<file path="src/rtl/uart_echo_pkg.sv">
// Shared types and pad map for the UART echo user design.
// Contents: RX/TX state enums, pad index constants, driven-pad mask, byte width.
package uart_echo_pkg;

    typedef enum logic [1:0] {RX_IDLE, RX_START, RX_DATA, RX_STOP} rx_state_t;
    typedef enum logic [1:0] {TX_IDLE, TX_START, TX_DATA, TX_STOP} tx_state_t;

    localparam int unsigned BYTE_W       = 8;

    localparam int unsigned PIN_RST      = 0;
    localparam int unsigned PIN_RX       = 1;
    localparam int unsigned PIN_TX       = 2;
    localparam int unsigned PIN_BYTE_LSB = 3;
    localparam int unsigned PIN_FULL     = 11;
    localparam int unsigned PIN_FERR     = 12;
    localparam int unsigned PIN_OVF      = 13;

    // Pads [13:2] are outputs; everything else stays an input.
    localparam int unsigned            DRIVEN_W    = 14;
    localparam logic [DRIVEN_W-1:0]    DRIVEN_MASK = 14'h3FFC;

endpackage

</file>
<file path="src/rtl/uart_byte_fifo.sv">
// Small synchronous show-ahead byte FIFO between UART RX and TX.
// Ports: clk, rst (sync, active-high), push/din write side, pop/dout read side,
//        full/empty status derived from the occupancy count.
module uart_byte_fifo
    import uart_echo_pkg::*;
#(
    parameter int unsigned DEPTH = 4
) (
    input  logic              clk,
    input  logic              rst,
    input  logic              push,
    input  logic [BYTE_W-1:0] din,
    input  logic              pop,
    output logic [BYTE_W-1:0] dout,
    output logic              full,
    output logic              empty
);

    localparam int unsigned PTR_W = $clog2(DEPTH);
    localparam int unsigned CNT_W = PTR_W + 1;

    logic [BYTE_W-1:0] r_mem [DEPTH];
    logic [PTR_W-1:0]  r_wr_ptr;
    logic [PTR_W-1:0]  r_rd_ptr;
    logic [CNT_W-1:0]  r_count;
    logic              w_push_ok;
    logic              w_pop_ok;

    // A push into a full FIFO still lands when a pop frees the slot on the same edge.
    assign w_push_ok = push & (~full | pop);
    assign w_pop_ok  = pop & ~empty;

    assign full  = (r_count == CNT_W'(DEPTH));
    assign empty = (r_count == '0);
    assign dout  = r_mem[r_rd_ptr];

    // Storage needs no reset; only the pointers define validity.
    always_ff @(posedge clk) begin
        if (w_push_ok) begin
            r_mem[r_wr_ptr] <= din;
        end
    end

    // Pointers wrap naturally since DEPTH is a power of two.
    always_ff @(posedge clk) begin
        if (rst) begin
            r_wr_ptr <= '0;
            r_rd_ptr <= '0;
            r_count  <= '0;
        end else begin
            if (w_push_ok) begin
                r_wr_ptr <= r_wr_ptr + PTR_W'(1);
            end
            if (w_pop_ok) begin
                r_rd_ptr <= r_rd_ptr + PTR_W'(1);
            end
            case ({w_push_ok, w_pop_ok})
                2'b10:   r_count <= r_count + CNT_W'(1);
                2'b01:   r_count <= r_count - CNT_W'(1);
                default: r_count <= r_count;
            endcase
        end
    end

endmodule

</file>
<file path="src/rtl/uart_echo_user_design.sv">
// UART 8N1 echo: bytes received on pad 1 are buffered and re-sent on pad 2.
// Ports: clk, rst (sync, active-high), io_in (pad inputs, [1] = rx),
//        io_out ([2] tx, [10:3] last rx byte, [11] fifo_full, [12] frame_err, [13] overflow),
//        io_oeb (constant drive enables, low on [13:2]).
module uart_echo_user_design
    import uart_echo_pkg::*;
#(
    parameter int unsigned IO_WIDTH     = 28,
    parameter int unsigned CLKS_PER_BIT = 16,
    parameter int unsigned FIFO_DEPTH   = 4
) (
    input  logic                clk,
    input  logic                rst,
    input  logic [IO_WIDTH-1:0] io_in,
    output logic [IO_WIDTH-1:0] io_out,
    output logic [IO_WIDTH-1:0] io_oeb
);

    localparam int unsigned CNT_W = $clog2(CLKS_PER_BIT);
    localparam logic [CNT_W-1:0] CNT_LAST = CNT_W'(CLKS_PER_BIT - 1);
    localparam logic [CNT_W-1:0] CNT_HALF = CNT_W'(CLKS_PER_BIT / 2 - 1);

    logic              r_rx_meta;
    logic              r_rx_s;
    rx_state_t         r_rx_state;
    logic [CNT_W-1:0]  r_rx_cnt;
    logic [2:0]        r_rx_bit;
    logic [BYTE_W-1:0] r_rx_shift;
    logic              r_push;
    logic [BYTE_W-1:0] r_last_byte;
    logic              r_ferr;
    logic              r_ovf;
    logic              r_full;

    tx_state_t         r_tx_state;
    logic [CNT_W-1:0]  r_tx_cnt;
    logic [2:0]        r_tx_bit;
    logic [BYTE_W-1:0] r_tx_shift;
    logic              r_tx;

    logic [BYTE_W-1:0] w_fifo_dout;
    logic              w_fifo_full;
    logic              w_fifo_empty;
    logic              w_pop;
    logic              w_unused;

    assign w_unused = ^{io_in[IO_WIDTH-1:PIN_RX+1], io_in[PIN_RST]};

    // Two-flop synchroniser; idles high like the line.
    always_ff @(posedge clk) begin
        if (rst) begin
            r_rx_meta <= 1'b1;
            r_rx_s    <= 1'b1;
        end else begin
            r_rx_meta <= io_in[PIN_RX];
            r_rx_s    <= r_rx_meta;
        end
    end

    // RX FSM: mid-bit sampling; pushes one cycle after a good stop sample.
    always_ff @(posedge clk) begin
        if (rst) begin
            r_rx_state  <= RX_IDLE;
            r_rx_cnt    <= '0;
            r_rx_bit    <= '0;
            r_rx_shift  <= '0;
            r_push      <= 1'b0;
            r_last_byte <= '0;
            r_ferr      <= 1'b0;
        end else begin
            r_push <= 1'b0;
            case (r_rx_state)
                RX_IDLE: begin
                    if (!r_rx_s) begin
                        r_rx_state <= RX_START;
                        r_rx_cnt   <= '0;
                    end
                end
                RX_START: begin
                    if (r_rx_cnt == CNT_HALF) begin
                        r_rx_cnt   <= '0;
                        r_rx_bit   <= '0;
                        r_rx_state <= r_rx_s ? RX_IDLE : RX_DATA;
                    end else begin
                        r_rx_cnt <= r_rx_cnt + CNT_W'(1);
                    end
                end
                RX_DATA: begin
                    if (r_rx_cnt == CNT_LAST) begin
                        r_rx_cnt   <= '0;
                        r_rx_shift <= {r_rx_s, r_rx_shift[BYTE_W-1:1]};
                        r_rx_bit   <= r_rx_bit + 3'd1;
                        if (r_rx_bit == 3'd7) begin
                            r_rx_state <= RX_STOP;
                        end
                    end else begin
                        r_rx_cnt <= r_rx_cnt + CNT_W'(1);
                    end
                end
                RX_STOP: begin
                    if (r_rx_cnt == CNT_LAST) begin
                        r_rx_cnt   <= '0;
                        r_rx_state <= RX_IDLE;
                        if (r_rx_s) begin
                            r_push      <= 1'b1;
                            r_last_byte <= r_rx_shift;
                        end else begin
                            r_ferr <= 1'b1;
                        end
                    end else begin
                        r_rx_cnt <= r_rx_cnt + CNT_W'(1);
                    end
                end
                default: r_rx_state <= RX_IDLE;
            endcase
        end
    end

    // r_last_byte holds the byte being pushed while r_push is high.
    uart_byte_fifo #(
        .DEPTH (FIFO_DEPTH)
    ) u_fifo (
        .clk   (clk),
        .rst   (rst),
        .push  (r_push),
        .din   (r_last_byte),
        .pop   (w_pop),
        .dout  (w_fifo_dout),
        .full  (w_fifo_full),
        .empty (w_fifo_empty)
    );

    assign w_pop = (r_tx_state == TX_IDLE) && !w_fifo_empty;

    // Sticky overflow mirrors the FIFO's drop condition.
    always_ff @(posedge clk) begin
        if (rst) begin
            r_full <= 1'b0;
            r_ovf  <= 1'b0;
        end else begin
            r_full <= w_fifo_full;
            if (r_push && w_fifo_full && !w_pop) begin
                r_ovf <= 1'b1;
            end
        end
    end

    // TX FSM: idle state spends at least one cycle before the next start bit.
    always_ff @(posedge clk) begin
        if (rst) begin
            r_tx_state <= TX_IDLE;
            r_tx_cnt   <= '0;
            r_tx_bit   <= '0;
            r_tx_shift <= '0;
            r_tx       <= 1'b1;
        end else begin
            case (r_tx_state)
                TX_IDLE: begin
                    r_tx <= 1'b1;
                    if (w_pop) begin
                        r_tx_shift <= w_fifo_dout;
                        r_tx       <= 1'b0;
                        r_tx_cnt   <= '0;
                        r_tx_state <= TX_START;
                    end
                end
                TX_START: begin
                    if (r_tx_cnt == CNT_LAST) begin
                        r_tx_cnt   <= '0;
                        r_tx       <= r_tx_shift[0];
                        r_tx_shift <= {1'b0, r_tx_shift[BYTE_W-1:1]};
                        r_tx_bit   <= '0;
                        r_tx_state <= TX_DATA;
                    end else begin
                        r_tx_cnt <= r_tx_cnt + CNT_W'(1);
                    end
                end
                TX_DATA: begin
                    if (r_tx_cnt == CNT_LAST) begin
                        r_tx_cnt <= '0;
                        if (r_tx_bit == 3'd7) begin
                            r_tx       <= 1'b1;
                            r_tx_state <= TX_STOP;
                        end else begin
                            r_tx       <= r_tx_shift[0];
                            r_tx_shift <= {1'b0, r_tx_shift[BYTE_W-1:1]};
                            r_tx_bit   <= r_tx_bit + 3'd1;
                        end
                    end else begin
                        r_tx_cnt <= r_tx_cnt + CNT_W'(1);
                    end
                end
                TX_STOP: begin
                    if (r_tx_cnt == CNT_LAST) begin
                        r_tx_cnt   <= '0;
                        r_tx_state <= TX_IDLE;
                    end else begin
                        r_tx_cnt <= r_tx_cnt + CNT_W'(1);
                    end
                end
                default: r_tx_state <= TX_IDLE;
            endcase
        end
    end

    // Pad outputs are pure wiring of registers.
    always_comb begin
        io_out                              = '0;
        io_out[PIN_TX]                      = r_tx;
        io_out[PIN_BYTE_LSB +: BYTE_W]      = r_last_byte;
        io_out[PIN_FULL]                    = r_full;
        io_out[PIN_FERR]                    = r_ferr;
        io_out[PIN_OVF]                     = r_ovf;
    end

    assign io_oeb = ~(IO_WIDTH'(DRIVEN_MASK));

endmodule

</file>
<file path="config.mk">
export PLATFORM = sky130hd
export DESIGN_NAME = uart_echo_user_design
export DESIGN_NICKNAME = d
export VERILOG_FILES = /design/src/rtl/uart_echo_pkg.sv /design/src/rtl/uart_byte_fifo.sv /design/src/rtl/uart_echo_user_design.sv
export SDC_FILE = /design/constraint.sdc
export NUM_CORES = 1
export LEC_CHECK = 0
export CORE_ASPECT_RATIO = 0.7
export CORE_MARGIN = 1.5
export CORE_UTILIZATION = 52
export DETAILED_ROUTE_END_ITERATION = 10
export GPL_TIMING_DRIVEN = 0
export PLACE_DENSITY = 0.86
export SYNTH_ARGS = -nofsm -noshare
export SYNTH_HDL_FRONTEND = slang
export SYNTH_SLANG_ARGS = --single-unit
</file>
<file path="constraint.sdc">
create_clock -name clk -period 2.7 [get_ports clk]
set_input_delay 0.405 -clock clk [delete_from_list [all_inputs] [get_ports clk]]
set_output_delay 0.405 -clock clk [all_outputs]
set_load 0.01 [all_outputs]
</file>
Yosys cells after proc, flatten, opt, wreduce, memory -nomap -nowiden
Memories as Yosys holds them, arrays and structs flattened. A register that Yosys moved wholly into a read port is not among the register bits.
Index checks and enable logic that the tools add are counted.
{"block": "classes", "mul": 0, "eq_ne": 25, "reduce_logical": 24, "magnitude_cmp": 0, "shift": 0, "n_bitwise": 8, "muxes": 43, "add_sub_neg": 8, "n_div": 0}
{"operator": "$mux W8", "n": 4}
{"operator": "$mux W2", "n": 13}
{"operator": "$pmux W8 S3", "n": 1}
{"operator": "$mux W4", "n": 5}
{"operator": "$ne A2 B2 Y1 const B", "n": 10}
{"operator": "$pmux W3 S2", "n": 3}
{"operator": "$pmux W2 S4", "n": 2}
{"operator": "$mux W3", "n": 5}
{"operator": "$reduce_and A5 Y1", "n": 3}
{"operator": "$pmux W4 S3", "n": 1}
{"operator": "$reduce_and A3 Y1", "n": 4}
{"operator": "$eq A2 B2 Y1 const B", "n": 5}
{"operator": "$add A3 B1 Y3 const B", "n": 3}
{"operator": "$eq A3 B3 Y1 const B", "n": 3}
{"operator": "$add A4 B1 Y4 const B", "n": 2}
{"operator": "$eq A4 B4 Y1 const B", "n": 2}
{"operator": "$pmux W4 S2", "n": 1}
{"operator": "$mux W1", "n": 7}
{"operator": "$eq A2 B1 Y1 const B", "n": 3}
{"operator": "$reduce_bool A2 Y1", "n": 3}
{"operator": "$reduce_or A3 Y1", "n": 2}
{"operator": "$not A1 Y1", "n": 5}
{"operator": "$add A2 B1 Y2 const B", "n": 2}
{"operator": "$eq A4 B3 Y1 const B", "n": 1}
{"operator": "other kinds (13)", "n": 18}
{"block": "totals", "inputBits": 30, "mem_bits_rw": 32, "mem_count": 1, "romBits": 0, "word_cells": 128, "latch_bits": 0, "reg_bits": 56}
{"memory": "u_fifo.r_mem", "depth": 4, "word_bits": 8, "read_ports": 1, "rd_clocked_by_memory_dff": 1, "write_ports": 1, "line": "uart_byte_fifo.sv:22", "rtl": "logic [BYTE_W-1:0] r_mem [DEPTH];"}

Longest topological paths before layout
Gate-level depths: netlist of run 1.
{"block": "depth", "ltp_word": 7, "depth_mapped": 10, "mapped_depth_nobuf": 10}

Hierarchy
Synthesis of run 1 repeated with hierarchy kept, for this count alone.
{"block": "hier_totals", "cells_unflattened": 381, "area_unflattened_um2": 4250.3}
{"module": "uart_echo_user_design", "n_inst": 1, "area_each_um2": 2605.0, "cells_per_inst": 285, "seq_area_each_um2": 980.9}
{"module": "uart_byte_fifo", "n_inst": 1, "area_each_um2": 1645.3, "cells_per_inst": 96, "seq_area_each_um2": 1141.1}

Least setup slack after synthesis of run 1
No wires, ideal clock.
{"block": "synth_timing", "path_kind": "reg2reg", "start": "register u_fifo.r_count[2]", "end": "register u_fifo.r_count[2]", "period_less_slack_ns": 2.420, "stages_incl_launch_ff": 10, "setup_slack_ns": 0.280, "setup_ns": 0.070, "t_arrival_ns": 2.350, "required_ns": 2.630, "path_cell_list": "dfxtp_1 > or3b_2 > o21a_1 > inv_1 > ha_1 > inv_1 > fa_1 > xor2_1 > or3_1 > a21oi_1"}
{"block": "synth_between", "elab_chain_len": 7, "word_cells_on_any_way": 15}
{"item": "from (decl)", "line": "uart_byte_fifo.sv:25", "rtl": "logic [CNT_W-1:0] r_count;"}
{"item": "from (signal assigned)", "line": "uart_byte_fifo.sv:58", "rtl": "2'b10: r_count <= r_count + CNT_W'(1);"}
{"item": "from (signal assigned)", "line": "uart_byte_fifo.sv:59", "rtl": "2'b01: r_count <= r_count - CNT_W'(1);"}
{"item": "from (signal assigned)", "line": "uart_byte_fifo.sv:60", "rtl": "default: r_count <= r_count;"}
{"item": "$logic_not A3 Y1", "line": "uart_byte_fifo.sv:34", "rtl": "assign empty = (r_count == '0);"}
{"item": "$logic_not A1 Y1", "line": "uart_echo_user_design.sv:133", "rtl": "assign w_pop = (r_tx_state == TX_IDLE) && !w_fifo_empty;"}
{"item": "$logic_and A1 B1 Y1", "line": "uart_echo_user_design.sv:133"}
{"item": "$or A1 B1 Y1", "line": "uart_byte_fifo.sv:30", "rtl": "assign w_push_ok = push & (~full | pop);"}
{"item": "$and A1 B1 Y1", "line": "uart_byte_fifo.sv:30"}
{"item": "$eq A2 B1 Y1 or $eq A2 B2 Y1 (tied branches)", "line": "uart_byte_fifo.sv:57", "rtl": "case ({w_push_ok, w_pop_ok})"}
{"item": "$pmux W3 S2 or $reduce_bool A2 Y1 (tied branches)"}
Several ways; a longest one is shown, not always the timed one.
A chain may end at the register's enable or synchronous reset.

Worst setup path after layout of run 1
{"block": "layout_timing", "start": "register u_fifo.r_count[0]", "end": "register u_fifo.r_count[2]"}
The elaborated chain is that of the path after synthesis.

==> results of run 1 <==
==> per-stage QoR <==
stage | std cells | setup slack, ns | hold slack [ns]
global route | 579 | 0.00873 | 0.430
floorplan | 449 | 0.280 | 0.389
finish | 579 | 0.165 | 0.415
global placement | 563 | 0.174 | 0.395
detailed placement | 563 | 0.0522 | 0.397
CTS | 579 | 0.0221 | 0.418
==> cell usage after synthesis, types with 7 or more instances <==
master,number
a221oi_1,7
dfxtp_1,58
edfxtp_1,32
ha_1,16
buf_4,48
a21oi_1,18
inv_1,20
mux2i_1,34
clkbuf_1,10
nand2_1,16
nand3_1,13
nor2_1,44
==> repair_timing <==
item,CTS,global route
gates resized for setup,0,3
setup endpoints to repair,0,1
hold endpoints to repair,0,0
==> metal layers <==
metal  wire [um]  up-vias  share of wire
met5           0        -              0
met4         167        0          0.019
met3         546       21          0.064
met2        4110       95           0.48
met1        3750     1363           0.44
li1            -     1470              -
==> registers in the layout, summed over array words and instances, names as in the netlist, 2 cells and up, named ones only <==
| signal | count |
|---|---|
| u_fifo.r_mem | 32 |
| u_fifo.r_wr_ptr | 2 |
| r_tx_cnt | 4 |
| u_fifo.r_rd_ptr | 2 |
| r_tx_bit | 3 |
| r_tx_state | 2 |
| r_rx_bit | 3 |
| r_tx_shift | 8 |
| r_rx_shift | 8 |
| u_fifo.r_count | 3 |
| r_last_byte | 8 |
| r_rx_cnt | 4 |
==> logic make-up (layout without fill, tap and decap cells) <==
group,after synthesis,after routing,share of synthesized area
AND/OR/NAND/NOR,112,112,0.133
flip-flops,90,90,0.495
buffers and inverters,87,116,0.125
AO/OA/AOI/OAI,58,58,0.0969
multiplexers,35,35,0.0846
adder cells (fa/ha/maj),17,17,0.0513
XOR/XNOR,6,6,0.0123
other,2,44,0.00175
==> power by group <==
group          leakage [uW]  total [uW]  switching [uW]  internal (uW)
sequential         0.000766        1540            51.4           1490
clock              0.000149        1260             531            732
combinational       0.00102         955             544            411
total               0.00193        3760            1130           2630
==> area by class of cell <==
type	instances	share of cell area
Tap cell	101	0.0252
Clock buffer	9	0.0449
Clock inverter	7	0.0162
Buffer	67	0.0921
Sequential cell	90	0.423
Inverter	20	0.0150
Timing Repair Buffer	13	0.0259
Multi-Input combinational cell	272	0.357
==> cells in the final DEF, fill, tap and decap left out, drive strengths merged, types with 13 or more instances in the layout <==
cell type	netlist	final
conb	2	44
mux2i	34	34
nor2	45	45
dfxtp	58	58
clkdlybuf4s50	0	13
edfxtp	32	32
nand3	13	13
ha	16	16
a21oi	19	19
inv	20	24
clkbuf	10	19
buf	57	57
nand2	16	16
==> worst min path at each step <==
stage,cells after the start,endpoint
after global routing,1,r_rx_s$_SDFF_PP1_
after CTS,1,r_rx_s$_SDFF_PP1_
after floorplan,1,r_rx_s$_SDFF_PP1_
final,1,r_rx_s$_SDFF_PP1_
after detailed placement,1,r_rx_s$_SDFF_PP1_
after global placement,1,r_rx_s$_SDFF_PP1_
==> flow_summary.toml, run 1 <==
[run_status]
status = "completed"

[cells_and_area]
drive_above_1_share = 0.195
fillers = 596
final_nets = 520
register_area_um2 = 2120
multi_input_area_um2 = 1790
final_core_util = 0.632
design_area_um2 = 5010
area_growth_pct = 16.9
diodes = 0

[drt]
vias_per_cell = 5.09
drtPass1Iterations = 5
wl_um = 8570
drc_errors = 0
postRouteAntennaNets = 0
vias = 2949
drtIter0Drc = 210
post_drt_wl_per_cell_um = 14.8

[yosys]
synth-async-reset-ratio = 0
yosysWarnings = 0
synth_edf_count = 32
yosysTopAreaCellShare = 0.271
yosysSeqAreaShare = 0.495
synth.largest_area_cell = "dfxtp_1"
ys_ff_latch = 90
syn_area_per_cell_um2 = 10.5
synth.area.top_cells = "dfxtp_1 27%, edfxtp_1 22%, buf_4 8.4%, mux2i_1 7.9%, ha_1 4.7%"
syn-instance-count = 407
synth_cell_types = 57
synth_area_um2 = 4290
synth_flop_cell = "dfxtp_1"

[global_routing]
grt_use_met1 = 0.246
grtUsageMet2 = 0.341
grt_pass1_wl_um = 13900
antenna_found_initial = 0
top_usage_layer = "met2"
track_usage = 0.205
grt_remaining_overflow = 0
grt_pass1_vias = 2831
grt_max_degree = 18
use_met3 = 0.0649

[critical_path]
crit_chain = "or3b_4 -> o21a_2 -> inv_1 -> ha_1 -> inv_1 -> fa_1 -> xor2_1 -> or3_1 -> a21oi_1"
cpMaxStageDelayCell = "fa_1"
path_buf_inv = 2
cpMostUsedCell = "inv_1"
path_delay_family = "simple AND/OR/NAND/NOR gates"
r2r_slack_ns = 0.16
max_stage_delay_ns = 0.44
arrival_ns = 2.80
cp.depth = 9
startpoint = "u_fifo.r_count[0]$_SDFFE_PP0P_"
timing.rr.start = "u_fifo.r_count[0]$_SDFFE_PP0P_"
required_ns = 2.96
worst_r2r_endpoint = "u_fifo.r_count[2]$_SDFFE_PP0P_"
start_kind = "flip-flop"
crit_fanout = 7
crit_type = "flip-flop to flip-flop"
critPathCaptureType = "flip-flop"
cp-endpoint = "u_fifo.r_count[2]$_SDFFE_PP0P_"
reg2reg_depth = 9

[clock_network]
cts-htree-levels = 3
insertion_delay_ns = 0.34
clockBufferDepth = 2
cts_buffers = 9
cts_num_sinks = 90
cts_tree = "done"
clockRootBuffer = "clkbuf_16"
cts_hold_buffers = 0
post_cts_buffers = 0
path_clk_slew_ns = 0.07

[place]
postPlaceCellArea_um2 = 4700
io_buffers = 13
post-dp-hpwl_um = 5910
gp_congestion = 0.851

[power]
irDropWorstVdd_v = 0.000461
p_total_uw = 3760
p_per_area_nw_per_um2 = 750
power_leakage_uw = 0.00193

[timing]
fin_crit_ns = 2.54
rsz0062_at_grt = "false"
fmax_ghz = 0.394
worstMarginPinSlew_ns = 0.648
drv_slew = 0
hold_viol = 0
slew_headroom = 0.567
final.period_utilization = 0.939
skew_ns = 0.00948
final.setup.tns_ns = 0
setup_violations = 0

[floorplan]
fp.dieH_um = 79.0
core_um2 = 7940
dieArea_um2 = 8810
io_pins = 86
fp.dieW_um = 112
start_util = 0.540
rows = 27

[hold_path]
min_from = "r_rx_meta$_SDFF_PP1_"
min_path_type = "flip-flop to flip-flop"

[job]
maxCapViolations = 0
Power figures use the tool's default switching activity.
==> inputs of run 2 (changes only) <==
--- a/config.mk
+++ b/config.mk
@@ -5,7 +5,7 @@
 export SDC_FILE = /design/constraint.sdc
 export NUM_CORES = 1
 export LEC_CHECK = 0
-export CORE_ASPECT_RATIO = 0.7
+export CORE_ASPECT_RATIO = 1.25
 export CORE_MARGIN = 1.5
 export CORE_UTILIZATION = 52
 export DETAILED_ROUTE_END_ITERATION = 10
==> run 2 against run 1 <==
  * Sequential cell count did not move
  * Power fell by 14%
  * Global-route usage fell by 2.7 points
  * Clock skew fell by 0.0013 ns
  * Cell area fell by 3.0%
  * Final cell count fell by 1.0%
  * Clock power fell by 39%
  * Critical path type unchanged
  * Routed wire length fell by 12%
  * First-iteration DRC count fell by 19%
  * Register-to-register slack got worse by 0.08 ns
==> flow_summary.toml, run 2 (synthesis gave the netlist of run 1 again) <==
[timing]
skew_ns = 0.00817
fin_hold_ws_ns = 0.423
final.period_utilization = 0.968
fmax_ghz = 0.383
slew_headroom = 0.625
fin_crit_ns = 2.61
hold_viol = 0
setup_violations = 0
drv_slew = 0
worstMarginPinSlew_ns = 0.561
rsz0062_at_grt = "false"
final.setup.tns_ns = 0

[floorplan]
start_util = 0.544
fp.dieH_um = 105
io_pins = 86
rows = 36
dieArea_um2 = 8810
fp.dieW_um = 84.2
core_um2 = 7880

[clock_network]
cts-htree-levels = 3
path_clk_slew_ns = 0.08
cts_tree = "done"
cts_buffers = 9
cts_hold_buffers = 0
clockRootBuffer = "clkbuf_8"
cts_num_sinks = 90
clockBufferDepth = 2
insertion_delay_ns = 0.35

[hold_path]
min_path_type = "input pin to flip-flop"

[critical_path]
cpMaxStageDelayCell = "or3b_2"
arrival_ns = 2.89
critPathCaptureType = "flip-flop"
crit_chain = "or3b_2 -> o21a_2 -> inv_1 -> ha_1 -> inv_1 -> fa_1 -> xor2_1 -> or3_1 -> a21oi_1"
required_ns = 2.98
start_kind = "flip-flop"
crit_fanout = 7
max_stage_delay_ns = 0.49
cpMostUsedCell = "inv_1"
crit_type = "flip-flop to flip-flop"

[power]
power_leakage_uw = 0.00187
irDropWorstVdd_v = 0.000443
switchingPower_uw = 1010
p_per_area_nw_per_um2 = 667
seqPwrFrac = 0.475
swShare = 0.312
pwr-share-comb = 0.286
p_clk_frac = 0.239
p_int_uw = 2230

[place]
io_buffers = 13
gp_congestion = 0.826
post-dp-hpwl_um = 5650

[cells_and_area]
max_flop_register = "u_fifo.r_mem"
multi_input_area_um2 = 1790
diodes = 0
largest_reg_flops = 32
drive_above_1_share = 0.190
area_growth_pct = 13.4
register_area_um2 = 2120
mostFrequentLayoutCells = "56 x dfxtp_1, 48 x buf_4, 44 x nor2_1, 44 x conb_1, 34 x mux2i_1"
final_nets = 520
layout_commonest_cell = "dfxtp_1"
fillers = 649

[drt]
drc_errors = 0
vias_per_cell = 5.10
drtPass1Iterations = 4
vias = 2922
postRouteAntennaNets = 0
wl_um = 7520
drtIter0Drc = 171
post_drt_wl_per_cell_um = 13.1

[global_routing]
track_usage = 0.178
antenna_found_initial = 0
grt_pass1_wl_um = 12600
grt_remaining_overflow = 0
grt_pass1_vias = 2782
grt_max_degree = 15

[run_status]
status = "completed"

[job]
maxCapViolations = 0
## run 2: cell types whose count changed in the layout (fill, tap and decap cells not counted), sizes merged
| cell | before | now |
|---|---|---|
| clkbuf | 19 | 21 |
| inv | 24 | 20 |
| clkinv | 1 | 5 |
| bufinv | 1 | 0 |
| clkinvlp | 1 | 0 |
## run 2: final cells by class
type	count	share of cell area
well taps	95	0.0244
multi-input cells	272	0.368
clock inverters	5	0.00643
plain buffers	67	0.0950
inverters	20	0.0154
flip-flops and latches	90	0.437
repair buffers	13	0.0268
clock buffers	11	0.0270
## run 2: final timing paths
kind,startpoint,end,slack [ns],cells past startpoint
max,u_fifo.r_count[2]$_SDFFE_PP0P_,u_fifo.r_count[2]$_SDFFE_PP0P_,0.09,9
min,rst,r_tx_shift[2]$_SDFFE_PP0P_,0.42,4
max reg2reg,u_fifo.r_count[2]$_SDFFE_PP0P_,u_fifo.r_count[2]$_SDFFE_PP0P_,0.09,9
min reg2reg,r_rx_meta$_SDFF_PP1_,r_rx_s$_SDFF_PP1_,0.44,1
## run 2: stage by stage
step           total power (uW)  cells  setup slack [ns]   util  instance area (um^2)
3_5_place_dp               2500    557            0.0377  0.596                  4700
2_1_floorplan              2310    449             0.280      -                  4450
6_report                   3240    573            0.0874  0.617                  4860
4_1_cts                    3260    573            0.0162  0.616                  4860
3_3_place_gp               2460    557             0.159  0.596                  4700
5_1_grt                    3440    573            0.0147  0.617                  4860
## run 2: metal layers
layer,track usage,wire [um],up-vias
met5,0,0,-
met4,0.0785,125,0
met3,0.0395,447,12
met2,0.318,3870,88
met1,0.201,3080,1360
li1,-,-,1462
## run 2: worst max-delay path: cells and delay by family, from the launching register on
kind | cells | cell delay, ns
XOR/XNOR | 1 | 0.15
AO/OA/AOI/OAI | 2 | 0.43
flip-flops | 1 | 0.37
AND/OR/NAND/NOR | 2 | 0.79
adder cells (fa/ha/maj) | 2 | 0.62
buffers and inverters | 2 | 0.16
## run 2: repair_timing
item,4_1_cts,5_1_grt
buffers inserted,0,0
setup endpoints to repair,0,1
gates resized for setup,0,3
## run 2: power by group through the flow
stage,registers (uW),clock network [uW],logic [uW]
after CTS,1540,796,926
after global routing,1550,853,1040
after floorplan,1560,0,757
after detailed placement,1570,0,925
final,1540,774,928
after global placement,1560,0,891
